<file path="config.mk">
export PLATFORM = sky130hd
export DESIGN_NAME = axi_arbiter
export DESIGN_NICKNAME = d
export VERILOG_FILES = /design/src/rtl/axi_arb_pkg.sv /design/src/rtl/axi_default_param_pkg.sv /design/src/rtl/axi_rr_arbiter.sv /design/src/rtl/fifo.sv /design/src/rtl/axi_arbiter.sv
export SDC_FILE = /design/constraint.sdc
export NUM_CORES = 1
export LEC_CHECK = 0
export ABC_AREA = 0
export CAP_MARGIN = 20
export CORE_AREA = 2 2 180 182
export CTS_BUF_LIST = sky130_fd_sc_hd__clkbuf_4 sky130_fd_sc_hd__clkbuf_8
export DETAILED_ROUTE_END_ITERATION = 16
export DIE_AREA = 0 0 182 184
export GPL_ROUTABILITY_DRIVEN = 0
export PLACE_DENSITY = 0.53
export REMOVE_ABC_BUFFERS = 1
export SLEW_MARGIN = 10
export SYNTH_ARGS = -nofsm -noshare
export SYNTH_HDL_FRONTEND = slang
export SYNTH_HIERARCHICAL = 1
export SYNTH_SLANG_ARGS = --single-unit
</file>
<file path="constraint.sdc">
create_clock -name clk_i -period 3.5 [get_ports clk_i]
set_input_delay 0.7 -clock clk_i [delete_from_list [all_inputs] [get_ports clk_i]]
set_output_delay 0.7 -clock clk_i [all_outputs]
set_load 0.1 [all_outputs]
</file>
<file path="src/rtl/axi_arb_pkg.sv">
// Shared arbiter types and the round-robin pick function.
package axi_arb_pkg;

  typedef enum logic {W_IDLE = 1'b0, W_BUSY = 1'b1} wr_state_e;
  typedef enum logic {R_IDLE = 1'b0, R_BUSY = 1'b1} rd_state_e;

  localparam int unsigned MAX_MST = 32;
  localparam int unsigned MAX_IW  = $clog2(MAX_MST);

  // First set bit of req_vec at or after ptr, wrapping modulo num.
  // Returns ptr when nothing is requesting; callers qualify with |req_vec.
  function automatic int unsigned rr_pick(input logic [MAX_MST-1:0] req_vec,
                                          input int unsigned ptr,
                                          input int unsigned num);
    int unsigned idx;
    logic        found;
    rr_pick = ptr;
    found   = 1'b0;
    for (int unsigned i = 0; i < MAX_MST; i++) begin
      idx = (ptr + i) % num;
      if (i < num && !found && req_vec[idx[MAX_IW-1:0]]) begin
        rr_pick = idx;
        found   = 1'b1;
      end
    end
  endfunction

endpackage

</file>
<file path="src/rtl/axi_default_param_pkg.sv">
// Default AXI4-Lite channel and bundle types used by the arbiter.
// axi4l_req_t carries the master-driven signals, axi4l_resp_t the slave-driven ones.
package axi_default_param_pkg;

  typedef struct packed {
    logic [31:0] addr;
    logic [2:0]  prot;
  } axi4l_ax_t;

  typedef struct packed {
    logic [31:0] data;
    logic [3:0]  strb;
  } axi4l_w_t;

  typedef struct packed {
    logic [1:0] resp;
  } axi4l_b_t;

  typedef struct packed {
    logic [31:0] data;
    logic [1:0]  resp;
  } axi4l_r_t;

  typedef struct packed {
    axi4l_ax_t aw;
    logic      aw_valid;
    axi4l_w_t  w;
    logic      w_valid;
    logic      b_ready;
    axi4l_ax_t ar;
    logic      ar_valid;
    logic      r_ready;
  } axi4l_req_t;

  typedef struct packed {
    logic     aw_ready;
    logic     w_ready;
    axi4l_b_t b;
    logic     b_valid;
    logic     ar_ready;
    axi4l_r_t r;
    logic     r_valid;
  } axi4l_resp_t;

endpackage

</file>
<file path="src/rtl/axi_rr_arbiter.sv">
// Combinational round-robin picker.
// Ports: req_i request vector, ptr_i priority pointer; gnt_o any request,
// idx_o index of the winner (valid when gnt_o).
module axi_rr_arbiter import axi_arb_pkg::*; #(
  parameter  int unsigned NUM = 2,
  localparam int unsigned IW  = $clog2(NUM)
) (
  input  logic [NUM-1:0] req_i,
  input  logic [IW-1:0]  ptr_i,
  output logic           gnt_o,
  output logic [IW-1:0]  idx_o
);
  logic [MAX_MST-1:0] req_ext;

  always_comb begin
    req_ext          = '0;
    req_ext[NUM-1:0] = req_i;
    idx_o            = IW'(rr_pick(req_ext, 32'(ptr_i), NUM));
  end

  assign gnt_o = |req_i;

endmodule

</file>
<file path="src/rtl/fifo.sv">
// Small synchronous FIFO with asynchronous active-low reset.
// Ports: clk_i, arst_ni; push_i/data_i write side; pop_i/data_o read side
// (data_o shows the head); full_o/empty_o status. Push while full is accepted
// only together with a pop, keeping occupancy unchanged.
module fifo #(
  parameter int unsigned ELEM_WIDTH = 1,
  parameter int unsigned DEPTH      = 4
) (
  input  logic                  clk_i,
  input  logic                  arst_ni,
  input  logic                  push_i,
  input  logic [ELEM_WIDTH-1:0] data_i,
  input  logic                  pop_i,
  output logic [ELEM_WIDTH-1:0] data_o,
  output logic                  full_o,
  output logic                  empty_o
);
  localparam int unsigned PW = (DEPTH > 1) ? $clog2(DEPTH) : 1;
  localparam int unsigned CW = $clog2(DEPTH + 1);

  logic [ELEM_WIDTH-1:0] mem_q [DEPTH];
  logic [PW-1:0]         wr_q, rd_q;
  logic [CW-1:0]         cnt_q;
  logic                  do_push, do_pop;

  function automatic logic [PW-1:0] nxt(input logic [PW-1:0] p);
    return (p == PW'(DEPTH - 1)) ? '0 : p + 1'b1;
  endfunction

  assign empty_o = (cnt_q == '0);
  assign full_o  = (cnt_q == CW'(DEPTH));
  assign do_pop  = pop_i && !empty_o;
  assign do_push = push_i && (!full_o || do_pop);
  assign data_o  = mem_q[rd_q];

  always_ff @(posedge clk_i or negedge arst_ni) begin
    if (!arst_ni) begin
      wr_q  <= '0;
      rd_q  <= '0;
      cnt_q <= '0;
    end else begin
      if (do_push) wr_q <= nxt(wr_q);
      if (do_pop)  rd_q <= nxt(rd_q);
      if (do_push && !do_pop)      cnt_q <= cnt_q + 1'b1;
      else if (!do_push && do_pop) cnt_q <= cnt_q - 1'b1;
    end
  end

  always_ff @(posedge clk_i) begin
    if (do_push) mem_q[wr_q] <= data_i;
  end

endmodule

</file>
<file path="src/rtl/axi_arbiter.sv">
// NUM_MST-to-1 AXI4-Lite arbiter. Write (AW+W) and read (AR) paths are granted
// independently, round-robin; B and R are steered back in issue order using
// per-path queues of master indices.
// Ports: clk_i, rst_i (sync, active high); req_i/resp_o upstream masters;
// req_o/resp_i downstream slave.
//
// state  | meaning
// W_IDLE | no write granted; pick a winner when AW pending and B queue has room
// W_BUSY | forwarding winner's AW and W until both have handshaken
// R_IDLE | no read granted; pick a winner when AR pending and R queue has room
// R_BUSY | forwarding winner's AR until it handshakes
module axi_arbiter import axi_arb_pkg::*; #(
  parameter type         axi_req_t   = axi_default_param_pkg::axi4l_req_t,
  parameter type         axi_resp_t  = axi_default_param_pkg::axi4l_resp_t,
  parameter int unsigned NUM_MST     = 2,
  parameter int unsigned B_ORD_DEPTH = 4,
  parameter int unsigned R_ORD_DEPTH = 4
) (
  input  logic      clk_i,
  input  logic      rst_i,
  input  axi_req_t  req_i  [NUM_MST],
  output axi_resp_t resp_o [NUM_MST],
  output axi_req_t  req_o,
  input  axi_resp_t resp_i
);
  localparam int unsigned IW = $clog2(NUM_MST);
  typedef logic [IW-1:0] idx_t;

  wr_state_e wr_state_q, wr_state_d;
  rd_state_e rd_state_q, rd_state_d;
  idx_t      wr_win_q, wr_win_d, wr_ptr_q, wr_ptr_d;
  idx_t      rd_win_q, rd_win_d, rd_ptr_q, rd_ptr_d;
  logic      aw_done_q, aw_done_d, w_done_q, w_done_d;

  logic [NUM_MST-1:0] aw_req, ar_req;
  logic               wr_gnt, rd_gnt;
  idx_t               wr_idx, rd_idx;
  logic               aw_fwd, w_fwd, ar_fwd, aw_hs, w_hs, ar_hs;
  logic               b_pop, b_full, b_empty, r_pop, r_full, r_empty;
  idx_t               b_head, r_head;

  function automatic idx_t next_idx(input idx_t i);
    return (i == idx_t'(NUM_MST - 1)) ? '0 : i + 1'b1;
  endfunction

  for (genvar k = 0; k < NUM_MST; k++) begin : g_req
    assign aw_req[k] = req_i[k].aw_valid;
    assign ar_req[k] = req_i[k].ar_valid;
  end

  axi_rr_arbiter #(.NUM(NUM_MST)) u_wr_arb (
    .req_i(aw_req), .ptr_i(wr_ptr_q), .gnt_o(wr_gnt), .idx_o(wr_idx)
  );

  axi_rr_arbiter #(.NUM(NUM_MST)) u_rd_arb (
    .req_i(ar_req), .ptr_i(rd_ptr_q), .gnt_o(rd_gnt), .idx_o(rd_idx)
  );

  always_comb begin
    req_o      = '0;
    resp_o     = '{default: '0};
    wr_state_d = wr_state_q;
    wr_win_d   = wr_win_q;
    wr_ptr_d   = wr_ptr_q;
    aw_done_d  = aw_done_q;
    w_done_d   = w_done_q;
    rd_state_d = rd_state_q;
    rd_win_d   = rd_win_q;
    rd_ptr_d   = rd_ptr_q;
    aw_fwd     = 1'b0;
    w_fwd      = 1'b0;
    ar_fwd     = 1'b0;
    aw_hs      = 1'b0;
    w_hs       = 1'b0;
    ar_hs      = 1'b0;
    b_pop      = 1'b0;
    r_pop      = 1'b0;

    case (wr_state_q)
      W_IDLE: begin
        // Full only blocks new grants; a write in flight always gets its push.
        if (wr_gnt && !b_full) begin
          wr_win_d   = wr_idx;
          wr_state_d = W_BUSY;
        end
      end
      W_BUSY: begin
        aw_fwd                    = req_i[wr_win_q].aw_valid && !aw_done_q;
        w_fwd                     = req_i[wr_win_q].w_valid && !w_done_q;
        req_o.aw                  = req_i[wr_win_q].aw;
        req_o.aw_valid            = aw_fwd;
        req_o.w                   = req_i[wr_win_q].w;
        req_o.w_valid             = w_fwd;
        resp_o[wr_win_q].aw_ready = resp_i.aw_ready && !aw_done_q;
        resp_o[wr_win_q].w_ready  = resp_i.w_ready && !w_done_q;
        aw_hs                     = aw_fwd && resp_i.aw_ready;
        w_hs                      = w_fwd && resp_i.w_ready;
        if ((aw_done_q || aw_hs) && (w_done_q || w_hs)) begin
          wr_state_d = W_IDLE;
          wr_ptr_d   = next_idx(wr_win_q);
          aw_done_d  = 1'b0;
          w_done_d   = 1'b0;
        end else begin
          aw_done_d = aw_done_q || aw_hs;
          w_done_d  = w_done_q || w_hs;
        end
      end
    endcase

    case (rd_state_q)
      R_IDLE: begin
        if (rd_gnt && !r_full) begin
          rd_win_d   = rd_idx;
          rd_state_d = R_BUSY;
        end
      end
      R_BUSY: begin
        ar_fwd                    = req_i[rd_win_q].ar_valid;
        req_o.ar                  = req_i[rd_win_q].ar;
        req_o.ar_valid            = ar_fwd;
        resp_o[rd_win_q].ar_ready = resp_i.ar_ready;
        ar_hs                     = ar_fwd && resp_i.ar_ready;
        if (ar_hs) begin
          rd_state_d = R_IDLE;
          rd_ptr_d   = next_idx(rd_win_q);
        end
      end
    endcase

    if (!b_empty) begin
      resp_o[b_head].b       = resp_i.b;
      resp_o[b_head].b_valid = resp_i.b_valid;
      req_o.b_ready          = req_i[b_head].b_ready;
      b_pop                  = resp_i.b_valid && req_i[b_head].b_ready;
    end

    if (!r_empty) begin
      resp_o[r_head].r       = resp_i.r;
      resp_o[r_head].r_valid = resp_i.r_valid;
      req_o.r_ready          = req_i[r_head].r_ready;
      r_pop                  = resp_i.r_valid && req_i[r_head].r_ready;
    end
  end

  always_ff @(posedge clk_i) begin
    if (rst_i) begin
      wr_state_q <= W_IDLE;
      wr_win_q   <= '0;
      wr_ptr_q   <= '0;
      aw_done_q  <= 1'b0;
      w_done_q   <= 1'b0;
      rd_state_q <= R_IDLE;
      rd_win_q   <= '0;
      rd_ptr_q   <= '0;
    end else begin
      wr_state_q <= wr_state_d;
      wr_win_q   <= wr_win_d;
      wr_ptr_q   <= wr_ptr_d;
      aw_done_q  <= aw_done_d;
      w_done_q   <= w_done_d;
      rd_state_q <= rd_state_d;
      rd_win_q   <= rd_win_d;
      rd_ptr_q   <= rd_ptr_d;
    end
  end

  fifo #(.ELEM_WIDTH(IW), .DEPTH(B_ORD_DEPTH)) u_b_ord (
    .clk_i(clk_i), .arst_ni(~rst_i),
    .push_i(aw_hs), .data_i(wr_win_q),
    .pop_i(b_pop), .data_o(b_head),
    .full_o(b_full), .empty_o(b_empty)
  );

  fifo #(.ELEM_WIDTH(IW), .DEPTH(R_ORD_DEPTH)) u_r_ord (
    .clk_i(clk_i), .arst_ni(~rst_i),
    .push_i(ar_hs), .data_i(rd_win_q),
    .pop_i(r_pop), .data_o(r_head),
    .full_o(r_full), .empty_o(r_empty)
  );

endmodule

</file>
# [Word level (Yosys, flattened, before mapping)]
# Memories as Yosys holds them, arrays and structs flattened.
# Cells that the tools add are included.
[word_totals] register_bits=22 mem_bits_rw=8 inputBits=265 out_inout_bits=193 elab_cells=183 n_memories=2
[classes] addsub=12 n_lt_le_gt_ge=12 eq_ne=6 muxes=78 n_bitwise=7 reduce_logical=52
[mem_list] memory="u_b_ord.mem_q" depth=4 width=1 read_ports=1 rd_ports_with_merged_regs=0 write_ports=1 line="fifo.sv:21" source="logic [ELEM_WIDTH-1:0] mem_q [DEPTH];"
[mem_list] memory="u_r_ord.mem_q" depth=4 width=1 read_ports=1 rd_ports_with_merged_regs=0 write_ports=1 line="fifo.sv:21"
[op_table] cell="bitwise mux 82 bit" n=6
[op_table] cell="two-way mux 111 bit" n=3
[op_table] cell="two-way mux 82 bit" n=4
[op_table] cell="demux 41 bit (select 1 bit)" n=7
[op_table] cell="two-way mux 37 bit" n=4
[op_table] cell="two-way mux 38 bit" n=3
[op_table] cell="AND 82 bit" n=1
[op_table] cell="two-way mux 73 bit" n=1
[op_table] cell="two-way mux 36 bit" n=2
[op_table] cell="two-way mux 41 bit" n=1
[op_table] cell="two-way mux 40 bit" n=1
[op_table] cell="two-way mux 39 bit" n=1
[op_table] cell="two-way mux 35 bit" n=1
[op_table] cell="two-way mux 1 bit" n=34
[op_table] cell="logical AND 1 bit" n=26
[op_table] cell="< comparator 1 x 6 -> 1 bit, second input constant" n=4
[op_table] cell="zero test 1 bit" n=12
[op_table] cell="two-way mux 3 bit" n=4
[op_table] cell="adder 2 x 1 -> 2 bit, second input constant" n=4
[op_table] cell="equality test 2 bit, second input constant" n=4
[op_table] cell=">= comparator 2 bit, second input constant" n=4
[op_table] cell="< comparator 2 x 1 -> 1 bit, second input constant" n=4
[op_table] cell="two-way mux 2 bit" n=4
[op_table] cell="NOT 1 -> 2 bit" n=4
[op_table] cell="11 further kinds" n=28

# [Longest topological paths before layout]
[logic_depth] ltp_word=16 depth_mapped=12 mapped_depth_nobuf=12

# [Modules after synthesis]
# The synthesis kept the hierarchy.
[by_module_without_submodules] module="axi_arbiter" instances=1 cells_each=382 area_per_inst_um2=2879.0 seq_area_each_um2=160.2
[by_module_without_submodules] module="fifo" instances=2 cells_each=42 area_per_inst_um2=623.1 seq_area_each_um2=295.3
[by_module_without_submodules] module="axi_rr_arbiter" instances=2 cells_each=3 area_per_inst_um2=21.3 seq_area_each_um2=0.0

# [Worst setup path before layout]
# OpenSTA, ideal clock, no wires.
[synth_path] path_type="register to output" start="reg wr_win_q" end="out resp_o[80] (netlist name)" arrival_time_ns=3.657 required_time_ns=2.800 setup_slack_ns=-0.857 path_stages_with_launch=5 path_buffers=3 cell_sequence="dfxtp_1 buf_4 buf_6 buf_6 nor4bb_1"
[synth_rtl] element="start, declared" line="axi_arbiter.sv:31" source="idx_t wr_win_q, wr_win_d, wr_ptr_q, wr_ptr_d;"
[synth_rtl] element="start signal, assigned" line="axi_arbiter.sv:157" source="wr_win_q <= wr_win_d;"
[synth_rtl] element="end, declared" line="axi_arbiter.sv:22" source="output axi_resp_t resp_o [NUM_MST],"

# [Final worst setup path]
[layout_path] start="reg u_b_ord.rd_q[0]" end="reg u_b_ord.cnt_q[2]"
[layout_between] elab_chain_len=13 word_cells_on_any_way=16 classes_between="mux (5); bitwise (1); reduce/logical (9); memory (1)"
[layout_lines] element="start, declared" line="fifo.sv:22" source="logic [PW-1:0] wr_q, rd_q;"
[layout_lines] element="start signal, assigned" line="fifo.sv:43" source="if (do_pop) rd_q <= nxt(rd_q);"
[layout_lines] element="memory read (4 x 1 bit) (*)"
[layout_lines] element="named net b_head" line="axi_arbiter.sv:40" source="idx_t b_head, r_head;"
[layout_lines] element="NOT 1 -> 2 bit (implied by the code) (*)" line="axi_arbiter.sv:134" source="b_pop = resp_i.b_valid && req_i[b_head].b_ready;"
[layout_lines] element="two-way mux 38 bit (implied by the code) (*) (3 in a row)" line="axi_arbiter.sv:134"
[layout_lines] element="logical AND 1 bit (*)" line="axi_arbiter.sv:134"
[layout_lines] element="two-way mux 1 bit (*)" line="axi_arbiter.sv:130" source="if (!b_empty) begin"
[layout_lines] element="named net b_pop" line="axi_arbiter.sv:39" source="logic b_pop, b_full, b_empty, r_pop, r_full, r_empty;"
[layout_lines] element="logical AND 1 bit (*)" line="fifo.sv:32" source="assign do_pop = pop_i && !empty_o;"
[layout_lines] element="logical OR 1 bit (*)" line="fifo.sv:33" source="assign do_push = push_i && (!full_o || do_pop);"
[layout_lines] element="logical AND 1 bit (*)" line="fifo.sv:33"
[layout_lines] element="named net u_b_ord.do_push" line="fifo.sv:24" source="logic do_push, do_pop;"
[layout_lines] element="zero test 1 bit" line="fifo.sv:45" source="else if (!do_push && do_pop) cnt_q <= cnt_q - 1'b1;"
[layout_lines] element="logical AND 1 bit" line="fifo.sv:45"
[layout_lines] element="nonzero test 2 bit (no source line)"
[layout_lines] element="end signal, assigned" line="fifo.sv:44" source="if (do_push && !do_pop) cnt_q <= cnt_q + 1'b1;"
[layout_lines] element="end signal, assigned" line="fifo.sv:45"
[layout_lines] element="end, declared" line="fifo.sv:23" source="logic [CW-1:0] cnt_q;"
# The timed path passes the listed nets; every way through them passes the cells marked *. The select of a mux whose other input is x is not followed.
# A chain may end at the register's enable or synchronous reset.

==> key figures <==
STA
  – Worst Tran Pin Value: 646.9 ps
  – Final worst slack: 522.8 ps
  – Shortest period the worst path allows: 2977 ps
  – Slew Viols, Final: 0
  – RSZ-0062 raised after global routing: no
  – Final Hold Viols: 0
  – Relative slew slack: 0.5687
  – Clock skew: 3.109 ps
  – Highest achievable clock rate: 0.3359 GHz
  – Setup violators final: 0
  – Fin crit share: 0.8506

Floorplanning
  – Die width: 182 um
  – Die area: 33490 um2
  – Initial Util: 0.1328
  – Core area: 31390 um2
  – Height of the die: 184 um
  – # IOs: 458
  – Number of cell rows: 65

Finish
  – Fraction of layout cells with a size suffix above 1: 0.2734
  – Commonest non-fill, non-tap cell in the layout: clkdlybuf4s50_1
  – Filler cell count: 3248
  – Commonest cells after routing, fill and taps aside: 264 x clkdlybuf4s50_1, 135 x buf_4, 112 x mux2i_1, 110 x nor2b_1
  – Non-Filler Instances: 1320
  – Multi-input logic area: 3197 um2
  – # nets final: 1196
  – Antenna Cells: 0
  – Sequential standard cell area: 757.0 um2
  – Area Growth Syn to Fin: 132.7%

Setup path
  – Max incr delay on CP: 610 ps
  – CP delay by family, top: multiplexers
  – Critical Path AT: 3190 ps
  – Slowest CP cell: mux4_2
  – Crit path cell chain: mux4_2 -> mux2i_1 -> nor2_1 -> and2_1 -> inv_1 -> a21boi_4 -> ha_1 -> inv_1 -> fa_1 -> xor2_1 -> nor2_1 -> xor2_1
  – CP Launch Type: register
  – Buffers & Inverters on Critical Path: 2
  – CP endpoint kind: register
  – Max Fanout on Critical Path: 7
  – Critical path class: reg -> reg
  – Worst endpoint required time: 3710 ps

Drt
  – Post-route antenna net violation count: 0
  – DRC Markers: 0
  – Avg WL per Cell: 14.65 um
  – Vias: 4921
  – WL final: 19.34 mm
  – Via-per-instance ratio: 3.728
  – Initial drt markers: 78
  – Drt pass-1 iters: 4

Synth
  – Yosys warns: 6
  – Mapped Area: 4168 um2
  – Synthesized area per cell: 8.830 um2
  – Seq/Total Area, Yosys: 0.1801
  – Ys async rst share: 0.4667
  – EDFF count, synth: 8
  – Mapped Cells: 472
  – Yosys cell types: 42
  – Register bit total from synthesis: 30
  – Most used DFF post-synth: dfrtp_1

Power
  – Max VDD drop: 0.3329 mV
  – Leak Pwr: 3.871 nW
  – Total power draw: 8.092 mW
  – PwrDens: 834.4 nW/um2

Global route
  – First-pass GRT wire length: 28.76 mm
  – Largest net degree at the start of global routing: 82
  – GRT Total Usage: 0.1085
  – Vias in the first global route: 5100
  – Total grt overflow: 0
  – Initial antenna violation count: 0

Clock tree
  – Post-CTS Setup Bufs: 0
  – Worst-path clk slew: 70 ps
  – Clock root buffer: clkbuf_8
  – Num Clock Sinks: 30
  – CTS H-tree lvls: 2
  – CTS Buf Count: 5
  – Post-cts resize count: 0
  – Clk buf depth: 2
  – CTS Hold Bufs: 0
  – Clock Latency Late Sink: 280 ps
  – CTS tree: yes

Placement
  – PortBufs: 457
  – Hpwl dp: 16.71 mm
  – Pre-CTS WS: 329.8 ps
  – Placed cell count: 1311

Flow run
  – Max-Cap Viols: 0

Run status
  – Status: completed

Hold path
  – Hold crit path type: reg -> reg
Yosys cell counts, types with 3 or more instances:
| master | number | area [um2] |
|---|---|---|
| nand2_1 | 3 | 11.26 |
| nor3b_1 | 7 | 52.55 |
| and2_1 | 72 | 450.4 |
| clkbuf_1 | 17 | 63.81 |
| mux2_4 | 9 | 135.1 |
| dfxtp_1 | 8 | 160.2 |
| buf_2 | 8 | 40.04 |
| nor2b_1 | 110 | 688.2 |
| inv_1 | 13 | 48.80 |
| and2_2 | 8 | 60.06 |
| buf_4 | 6 | 45.04 |
| ha_1 | 12 | 150.1 |
| dfrtp_1 | 14 | 350.3 |
| edfxtp_1 | 8 | 240.2 |
| a21oi_1 | 3 | 15.01 |
| and3b_1 | 3 | 26.28 |
| xor2_1 | 4 | 35.03 |
| nor3_1 | 4 | 20.02 |
| nor2_1 | 19 | 71.32 |
| mux2i_1 | 112 | 1121 |
report_power, final:
group / total, mW / internal (mW) / switching (mW)
Clock: 0.306 / 0.166 / 0.140
Sequential: 0.597 / 0.463 / 0.134
Combinational: 7.19 / 2.33 / 4.86
stage by stage:
step                        util  cell area [um2]  setup TNS [ps]  hold WS, ps
after floorplan                -             3996         -139460        465.0
after global placement    0.3057             9595               0        490.8
after detailed placement  0.3057             9595               0        486.4
after CTS                 0.3087             9691               0        502.1
after global routing      0.3089             9698               0        511.1
final                     0.3089             9698               0        499.3
registers in the layout (all words and copies together), names as in the netlist:
register / flops
u_b_ord/wr_q: 2
rd_ptr_q: 1
u_r_ord/mem_q: 4
u_b_ord/rd_q: 2
rd_win_q: 1
u_r_ord/wr_q: 2
u_b_ord/cnt_q: 3
u_r_ord/cnt_q: 3
aw_done_q: 1
u_r_ord/rd_q: 2
rd_state_q: 1
w_done_q: 1
u_b_ord/mem_q: 4
wr_state_q: 1
wr_ptr_q: 1
wr_win_q: 1
path summary, 6_finish.rpt:
path | slack, ps | end | depth (start not counted) | startpoint
setup / recovery | 520 | u_b_ord/cnt_q[2]$_DFFE_PN0P_ | 12 | u_b_ord/rd_q[0]$_DFFE_PN0P_
hold / removal | 500 | u_r_ord/cnt_q[2]$_DFFE_PN0P_ | 1 | u_r_ord/cnt_q[2]$_DFFE_PN0P_
setup reg to reg | 520 | u_b_ord/cnt_q[2]$_DFFE_PN0P_ | 12 | u_b_ord/rd_q[0]$_DFFE_PN0P_
hold reg to reg | 500 | u_r_ord/cnt_q[2]$_DFFE_PN0P_ | 1 | u_r_ord/cnt_q[2]$_DFFE_PN0P_
max in group asynchronous | 2220 | u_r_ord/cnt_q[2]$_DFFE_PN0P_ | 3 | rst_i
min in group asynchronous | 1090 | u_b_ord/cnt_q[2]$_DFFE_PN0P_ | 3 | rst_i
worst reg2reg max path: stages, from the launching register on:
cell and delay, ps:
dfrtp_1 410, mux4_2 610, mux2i_1 150, nor2_1 120
and2_1 220, inv_1 90, a21boi_4 240, ha_1 220
inv_1 60, fa_1 370, xor2_1 170, nor2_1 110
xor2_1 150
final cells by class:
class	count	share of cell area
tap	402	0.05186
inverter	13	0.005032
sequential	30	0.07805
clock buffer	7	0.009289
timing repair buffer	471	0.5256
clock inverter	1	0.0005161
multi-input combinational	396	0.3296
layer usage:
layer | vias to the layer above | GRT usage | part of all wire
met3 | 16 | 0.02219 | 0.072
met4 | 0 | 0.02645 | 0.013
met5 | - | 0 | 0
met2 | 235 | 0.2140 | 0.54
li1 | 2461 | - | -
met1 | 2209 | 0.1171 | 0.37
cells by family after synthesis:
family | count (synthesis) | synth area share
flip-flops | 30 | 0.1801
buffers and inverters | 46 | 0.05284
AO/OA/AOI/OAI | 13 | 0.02792
multiplexers | 125 | 0.3176
adder cells (fa/ha/maj) | 16 | 0.05103
XOR/XNOR | 6 | 0.01261
AND/OR/NAND/NOR | 236 | 0.3579
Note: power is estimated with default switching activity, not from simulation.
